===== src/rtl/spi_master_multiword.sv =====
// SPI master that sends a frame of up to MAX_WORDS_PER_CS words of WORD_WIDTH bits under one chip select.
// Define SPI_MASTER_SCLRX_EN to sample MISO on the returned clock i_sclRX instead of the internal SCLK.
module spi_master_multiword #(
  parameter int WORD_WIDTH        = 18,
  parameter int MAX_WORDS_PER_CS  = 2,
  parameter int CLKS_PER_HALF_BIT = 2,
  parameter int SPI_MODE          = 0
) (
  input  logic                                  i_Clk,
  input  logic                                  i_Rst,
  input  logic [$clog2(MAX_WORDS_PER_CS+1)-1:0] i_TX_Count,
  input  logic [WORD_WIDTH-1:0]                 i_TX_Byte,
  input  logic                                  i_TX_DV,
  output logic                                  o_TX_Ready,
  output logic [$clog2(MAX_WORDS_PER_CS+1)-1:0] o_RX_Count,
  output logic                                  o_RX_DV,
  output logic [WORD_WIDTH-1:0]                 o_RX_Byte,
  output logic                                  o_SPI_Clk,
  input  logic                                  i_SPI_MISO,
  output logic                                  o_SPI_MOSI,
  output logic                                  o_SPI_CS_n,
  input  logic                                  i_sclRX
);

  localparam int CW = $clog2(MAX_WORDS_PER_CS + 1);
  localparam int EW = $clog2(2 * WORD_WIDTH + 1);
  localparam int HW = $clog2(2 * CLKS_PER_HALF_BIT + 1);
  localparam bit CPOL = ((SPI_MODE & 2) != 0);
  localparam bit CPHA = ((SPI_MODE & 1) != 0);
  localparam logic [EW-1:0] LAST_EDGE = EW'(2 * WORD_WIDTH);
  localparam logic [HW-1:0] HALF_END  = HW'(CLKS_PER_HALF_BIT - 1);
  localparam logic [HW-1:0] GAP_END   = HW'(2 * CLKS_PER_HALF_BIT - 1);

  typedef enum logic [2:0] {
    IDLE, CS_SETUP, XFER, RX_WAIT, WAIT_NEXT, CS_HOLD, CS_GAP
  } state_t;

  state_t state, state_next, after_word;

  logic [HW-1:0]         half_cnt;
  logic [EW-1:0]         edge_cnt;
  logic                  sclk;
  logic [WORD_WIDTH-1:0] tx_shift;
  logic [WORD_WIDTH-1:0] rx_shift;
  logic [CW-1:0]         tx_count;
  logic [CW-1:0]         word_cnt;

  logic accept, sclk_edge, lead_edge, shift_tx, capture, miso_bit, word_done, more_words;

  always_comb begin
    accept     = o_TX_Ready & i_TX_DV;
    sclk_edge  = (state == XFER) && (edge_cnt != LAST_EDGE) && (half_cnt == HALF_END);
    lead_edge  = ~edge_cnt[0];
    // CPHA=1 presents the MSB before the first leading edge, so that edge must not shift
    shift_tx   = sclk_edge && (CPHA ? (lead_edge && (edge_cnt != '0)) : !lead_edge);
    more_words = ((CW+1)'(word_cnt) + (CW+1)'(1)) < (CW+1)'(tx_count);
  end

`ifdef SPI_MASTER_SCLRX_EN
  localparam int BW = $clog2(WORD_WIDTH + 1);
  localparam bit SAMPLE_LVL = ~(CPOL ^ CPHA);

  logic [1:0]    scl_sync;
  logic          scl_prev;
  logic [1:0]    miso_sync;
  logic [BW-1:0] rx_bits;

  // MISO is delayed through the same two flops so it lines up with the returned clock
  always_ff @(posedge i_Clk) begin
    if (i_Rst) begin
      scl_sync  <= {2{CPOL}};
      scl_prev  <= CPOL;
      miso_sync <= '0;
    end else begin
      scl_sync  <= {scl_sync[0], i_sclRX};
      scl_prev  <= scl_sync[1];
      miso_sync <= {miso_sync[0], i_SPI_MISO};
    end
  end

  always_comb begin
    capture   = (scl_sync[1] != scl_prev) && (scl_sync[1] == SAMPLE_LVL) &&
                (rx_bits != BW'(WORD_WIDTH)) && (state != IDLE);
    miso_bit  = miso_sync[1];
    word_done = (state == RX_WAIT) && (rx_bits == BW'(WORD_WIDTH));
  end

  always_ff @(posedge i_Clk) begin
    if (i_Rst)          rx_bits <= '0;
    else if (word_done) rx_bits <= '0;
    else if (capture)   rx_bits <= rx_bits + BW'(1);
  end
`else
  logic unused_sclrx;
  assign unused_sclrx = i_sclRX;

  always_comb begin
    capture   = sclk_edge && (lead_edge ^ CPHA);
    miso_bit  = i_SPI_MISO;
    word_done = (state == XFER) && (edge_cnt == LAST_EDGE);
  end
`endif

  always_ff @(posedge i_Clk) begin
    if (i_Rst) state <= IDLE;
    else       state <= state_next;
  end

  always_comb begin
    after_word = more_words ? WAIT_NEXT : CS_HOLD;
    state_next = state;
    case (state)
      IDLE:      if (accept) state_next = CS_SETUP;
      CS_SETUP:  if (half_cnt == HALF_END) state_next = XFER;
      XFER: begin
        if (edge_cnt == LAST_EDGE) begin
`ifdef SPI_MASTER_SCLRX_EN
          state_next = RX_WAIT;
`else
          state_next = after_word;
`endif
        end
      end
      RX_WAIT:   if (word_done) state_next = after_word;
      WAIT_NEXT: if (accept) state_next = XFER;
      CS_HOLD:   if (half_cnt == HALF_END) state_next = CS_GAP;
      CS_GAP:    if (half_cnt == GAP_END) state_next = IDLE;
      default:   state_next = IDLE;
    endcase
  end

  always_comb begin
    o_TX_Ready = !i_Rst && ((state == IDLE) || (state == WAIT_NEXT));
    o_SPI_CS_n = (state == IDLE) || (state == CS_GAP);
    o_SPI_Clk  = sclk;
    o_SPI_MOSI = tx_shift[WORD_WIDTH-1];
  end

  always_ff @(posedge i_Clk) begin
    if (i_Rst) begin
      half_cnt   <= '0;
      edge_cnt   <= '0;
      sclk       <= CPOL;
      tx_shift   <= '0;
      rx_shift   <= '0;
      tx_count   <= '0;
      word_cnt   <= '0;
      o_RX_DV    <= 1'b0;
      o_RX_Byte  <= '0;
      o_RX_Count <= '0;
    end else begin
      if (state_next != state || sclk_edge)
        half_cnt <= '0;
      else if (state == CS_SETUP || state == XFER || state == CS_HOLD || state == CS_GAP)
        half_cnt <= half_cnt + HW'(1);

      if (state != XFER)  edge_cnt <= '0;
      else if (sclk_edge) edge_cnt <= edge_cnt + EW'(1);

      if (sclk_edge) sclk <= ~sclk;

      if (accept)        tx_shift <= i_TX_Byte;
      else if (shift_tx) tx_shift <= {tx_shift[WORD_WIDTH-2:0], 1'b0};

      if (capture) rx_shift <= {rx_shift[WORD_WIDTH-2:0], miso_bit};

      if (accept && state == IDLE) begin
        word_cnt <= '0;
        if (i_TX_Count == '0)                        tx_count <= CW'(1);
        else if (i_TX_Count > CW'(MAX_WORDS_PER_CS)) tx_count <= CW'(MAX_WORDS_PER_CS);
        else                                         tx_count <= i_TX_Count;
      end else if (word_done && more_words) begin
        word_cnt <= word_cnt + CW'(1);
      end

      o_RX_DV <= word_done;
      if (word_done) begin
        o_RX_Byte  <= rx_shift;
        o_RX_Count <= word_cnt;
      end
    end
  end

endmodule


===== config.mk =====
export PLATFORM = sky130hd
export DESIGN_NAME = spi_master_multiword
export DESIGN_NICKNAME = d
export VERILOG_FILES = /design/src/rtl/spi_master_multiword.sv
export SDC_FILE = /design/constraint.sdc
export NUM_CORES = 1
export LEC_CHECK = 0
export CORE_ASPECT_RATIO = 0.5
export CORE_MARGIN = 2
export CORE_UTILIZATION = 30
export DETAILED_ROUTE_END_ITERATION = 12
export GPL_TIMING_DRIVEN = 0
export SLEW_MARGIN = 5
export SYNTH_ARGS = -nofsm -noshare
export SYNTH_HDL_FRONTEND = slang
export SYNTH_SLANG_ARGS = --single-unit

===== constraint.sdc =====
create_clock -name i_Clk -period 4.8 [get_ports i_Clk]
set_input_delay 0.96 -clock i_Clk [delete_from_list [all_inputs] [get_ports i_Clk]]
set_output_delay 0.96 -clock i_Clk [all_outputs]
set_load 0.01 [all_outputs]

### After elaboration in Yosys (flattened, before gate mapping)

Cells that the tools add are included.

* $add $sub $neg: 4
* magnitude comparators: 2
* equal/unequal tests: 12
* multiplexer cells: 13
* bitwise logic cells: 3
* reductions and logical operators: 21

Operator list (count)
* 18-bit 2-to-1 mux: 2
* 3-bit 2-to-1 mux: 7
* 3-bit one-hot mux with 7 select lines: 1
* 3-bit by 2-bit == test with 1-bit output, second input constant: 3
* 3-bit == test, second input constant: 3
* 1-bit logical AND: 8
* 6-bit by 1-bit adder with 6-bit output, second input constant: 1
* 3-bit by 1-bit == test with 1-bit output, second input constant: 2
* 6-bit == test, second input constant: 1
* 1-bit logical OR: 6
* 6-bit inequality test, second input constant: 1
* 2-bit OR reduction: 3
* 2-bit 2-to-1 mux: 2
* 2-bit by 1-bit adder with 3-bit output, second input constant: 1
* 3-bit by 1-bit adder with 3-bit output, second input constant: 1
* 3-bit zero test: 1
* 3-bit by 2-bit less-than comparator with 1-bit output: 1
* 3-bit by 2-bit inequality test with 1-bit output, second input constant: 1
* 3-bit inequality test: 1
* 2-bit by 1-bit adder with 2-bit output, second input constant: 1
* 2-bit greater-than comparator, second input constant: 1
* 2-bit zero test: 1
* 1-bit NOT: 2
* 2-bit nonzero test: 1
* 3 further kinds: 3

* register bits: 74
* input bits: 25
* output and inout bits: 25
* word-level logic and storage cells: 66

### Logic depth before layout (Yosys ltp)

* depth in word-level cells: 9
* depth in mapped cells: 8
* gate-level depth less buffers: 6

### Least setup slack after synthesis

Ideal clock, no wire load.

* kind: input-to-output
* start: input i_Rst
* end: output o_TX_Ready
* data arrival time: 1.607 ns
* required time: 3.840 ns
* path slack: 2.233 ns
* stages: 3
* path buffers: 2
* cells stage by stage: clkbuf_1 > clkbuf_1 > nor2_1

* longest elaborated chain between the ends: 2

RTL lines
* from (decl): line 10 `input logic i_Rst,`
* 1-bit zero test: line 133 `o_TX_Ready = !i_Rst && ((state == IDLE) || (state == WAIT_NEXT));`
* 1-bit logical AND: line 133
* to (decl): line 14 `output logic o_TX_Ready,`

Every way passes these cells.

### Worst setup path after layout

Same ends and word-level chain as after synthesis.

==> impl_metrics.py <==
metrics = {
    "detailed_routing": {
        "via_per_inst": 4.792,
        "vias": 2808,
        "drtAntennaViolNets": 0,
        "dr.pass1.iters": 4,
        "drcViolationCount": 0,
        "wl_per_cell_um": 12.95,
        "wl_um": 7588,
        "dr.first_iter.drc_count": 102,
    },
    "place": {
        "dp_cells": 570,
        "io_buffers": 47,
        "hpwl_um": 5433,
        "placed_area_mm2": 0.004055,
        "place_ws_ps": 902.6,
        "globalplace.congestion": 0.7962,
    },
    "global_routing": {
        "antenna_found_initial": 0,
        "grt_pass1_vias": 2664,
        "grt_pass1_wl_um": 12970,
        "track_usage_pct": 13.34,
        "grt_overflow": 0,
        "grt_max_degree": 13,
    },
    "die": {
        "ioPinCount": 50,
        "die-area_mm2": 0.01226,
        "start_util_pct": 30.90,
        "core_mm2": 0.01101,
        "core.rowCount": 27,
        "die_w_um": 154.6,
        "die_y_um": 79.32,
    },
    "sta": {
        "setup_viol": 0,
        "slew_violations": 0,
        "hold_viol": 0,
        "max_clock_freq_mhz": 257.7,
        "min_period_over_period_pct": 80.84,
        "rsz0062_at_grt": "no",
        "tns_ps": 0,
        "setup_ws_ps": 919.9,
        "fin_crit_ps": 3880,
        "worstMarginPinSlew_ps": 625.4,
        "max_slew_margin_pct": 58.30,
        "fin_skew_ps": 5.428,
    },
    "setup_path": {
        "r2r_setup_slack_ps": 2600,
        "startpoint": "i_Rst",
        "arrival_ps": 2920,
        "worstSetupPathDepth": 5,
        "critPathCapture": "o_TX_Ready",
        "reg2reg_depth": 8,
        "r2r-end": "tx_shift[4]$_SDFFE_PP0P_",
        "path_cells": "clkdlybuf4s50_1, clkbuf_1, clkbuf_1, nor2_1, clkdlybuf4s50_1",
        "worst-path-max-fanout": 10,
        "cp_data_required_time_ps": 3840,
        "cp.buffers_inverters": 4,
        "cp_top_family": "buffers and inverters",
        "cp_slowest_cell": "clkdlybuf4s50_1",
        "crit_path_end_kind": "output pin",
        "reg2reg_from": "state[1]$_SDFF_PP0_",
        "slowest_delay_ps": 550,
        "crit_type": "in2out",
        "start_kind": "primary input",
    },
    "clocking": {
        "clockRootBuffer": "clkbuf_16",
        "clk_pin_slew_ps": 50,
        "cts_tree": "built",
        "htreeDepth": 3,
        "cts_setup_buffers": 0,
        "clk_latency_ps": 330,
        "ctsHoldBuffers": 0,
        "cts_buffer_depth": 2,
        "clock-sinks": 74,
        "cts_made_buffers": 9,
        "cts_resized": 0,
    },
    "synthesis": {
        "synth-edff-count": 0,
        "async_flop_share_pct": 0,
        "synthesis.area_mm2": 0.003403,
        "synth-warning-count": 0,
        "synth_ff_type": "dfxtp_1",
        "synth.area.top_cells": "dfxtp_1 44%, nand2_1 9.3%, mux2i_1 6.2%",
        "avgSynthCellArea_um2": 9.003,
        "ys_seq_area_share_pct": 43.53,
        "netlist_instances": 378,
        "syn_nets": 414,
        "yosysTopAreaCellShare_pct": 43.53,
        "synth-seq-cells": 74,
        "ys_types": 49,
        "synth_top_cell_by_area": "dfxtp_1",
    },
    "final_layout": {
        "nets": 472,
        "layout_commonest_cell": "nand2_1",
        "diodes": 0,
        "fin_area_mm2": 0.004375,
        "fin_cells": 586,
        "area_growth_pct": 28.57,
        "layout-drive-gt1-share_pct": 10.20,
        "fillers": 1097,
        "layout_common_cells": "84 x nand2_1, 74 x dfxtp_1, 47 x clkdlybuf4s50_1, 29 x nor2_1, 26 x a21oi_1",
    },
    "pwr": {
        "cellLeakagePower_nw": 1.483,
        "power.density_mw_per_mm2": 341.1,
        "peakVddDrop_mv": 0.1799,
        "power_mw": 1.492,
    },
    "hold_path": {
        "hold_class": "reg2reg",
    },
    "outcome": {
        "status": "complete, no violations",
    },
    "flow_run": {
        "drv_cap": 0,
    },
}
[synth_stat cells, types with 3 or more instances]
library cell  number
ha_1              10
a311oi_2          10
mux2i_1           21
a21oi_1           26
nand2_1           84
nand4_1            4
xor2_1             4
a31oi_1            3
inv_1             11
buf_2              4
nor2b_1            3
nand3_1            3
o211ai_1           3
clkbuf_1          12
xnor2_1            3
nor2_1            29
o21ai_0            5
buf_6              3
nor3_1            23
dfxtp_1           74
a311oi_1           7
buf_4              3
[routing by layer]
metal | vias up | routed length, µm | GRT usage, %
li1 | 1436 | - | -
met1 | 1310 | 3802 | 17.30
met2 | 53 | 3302 | 20.89
met3 | 9 | 382 | 4.585
met4 | 0 | 100 | 4.444
met5 | - | 0 | 0
[per-stage QoR]
step | util, % | hold slack (ps)
floorplan | - | 431.2
global placement | 36.82 | 444.6
detailed placement | 36.82 | 447.0
CTS | 39.73 | 454.8
global route | 39.73 | 468.7
finish | 39.73 | 450.2
[where the power goes]
group | total (mW) | internal, mW | switching (mW)
registers | 0.641 | 0.631 | 0.0102
logic | 0.126 | 0.0586 | 0.0679
clock network | 0.725 | 0.470 | 0.254
[how the worst min path moves through the flow]
stage,depth (start not counted),to,from,slack (ps)
CTS,2,o_RX_Count[1]$_SDFFE_PP0P_,o_RX_Count[1]$_SDFFE_PP0P_,450
finish,2,o_RX_Byte[4]$_SDFFE_PP0P_,o_RX_Byte[4]$_SDFFE_PP0P_,450
detailed placement,2,o_RX_Count[1]$_SDFFE_PP0P_,o_RX_Count[1]$_SDFFE_PP0P_,450
floorplan,2,o_RX_Byte[17]$_SDFFE_PP0P_,rx_shift[17]$_SDFFE_PP0P_,430
global route,2,o_RX_Byte[17]$_SDFFE_PP0P_,rx_shift[17]$_SDFFE_PP0P_,470
global placement,2,o_RX_Byte[6]$_SDFFE_PP0P_,o_RX_Byte[6]$_SDFFE_PP0P_,440
[cell families (layout without fill, tap and decap cells)]
logic type,count (synthesis),count (layout),share of synthesized area (%)
adders and majority gates,11,11,4.265
xor gates and xnor gates,7,7,1.802
buffers and inverters,33,96,4.779
DFF,74,74,43.53
AOI/OAI and AO/OA,67,67,16.47
muxes,21,21,6.176
and+or+nand+nor,165,165,22.98
[worst register-to-register path, cell delays in order, from the launching register on]
cell	delay, ps
dfxtp_1	350
inv_1	160
ha_1	160
buf_2	190
inv_1	100
nor2_2	340
clkbuf_1	400
nand2_1	150
a311oi_2	250
[flip-flops by register name, indices dropped and copies added (netlist names)]
signal,cells
edge_cnt,6
half_cnt,3
state,3
rx_shift,18
o_RX_Byte,18
o_RX_DV,1
o_RX_Count,2
tx_shift,18
word_cnt,2
tx_count,2
o_SPI_Clk,1
[layout make-up]
| class | instances | area, µm² | area share (%) |
|---|---|---|---|
| Tap cell | 145 | 181.4 | 4.146 |
| Sequential cell | 74 | 1481 | 33.86 |
| Multi-Input combinational cell | 271 | 1759 | 40.21 |
| Clock inverter | 4 | 73.82 | 1.687 |
| Inverter | 11 | 41.29 | 0.9437 |
| Buffer | 22 | 121.4 | 2.774 |
| Clock buffer | 12 | 246.5 | 5.633 |
| Timing Repair Buffer | 47 | 470.5 | 10.75 |
Power figures use the tool's default switching activity.
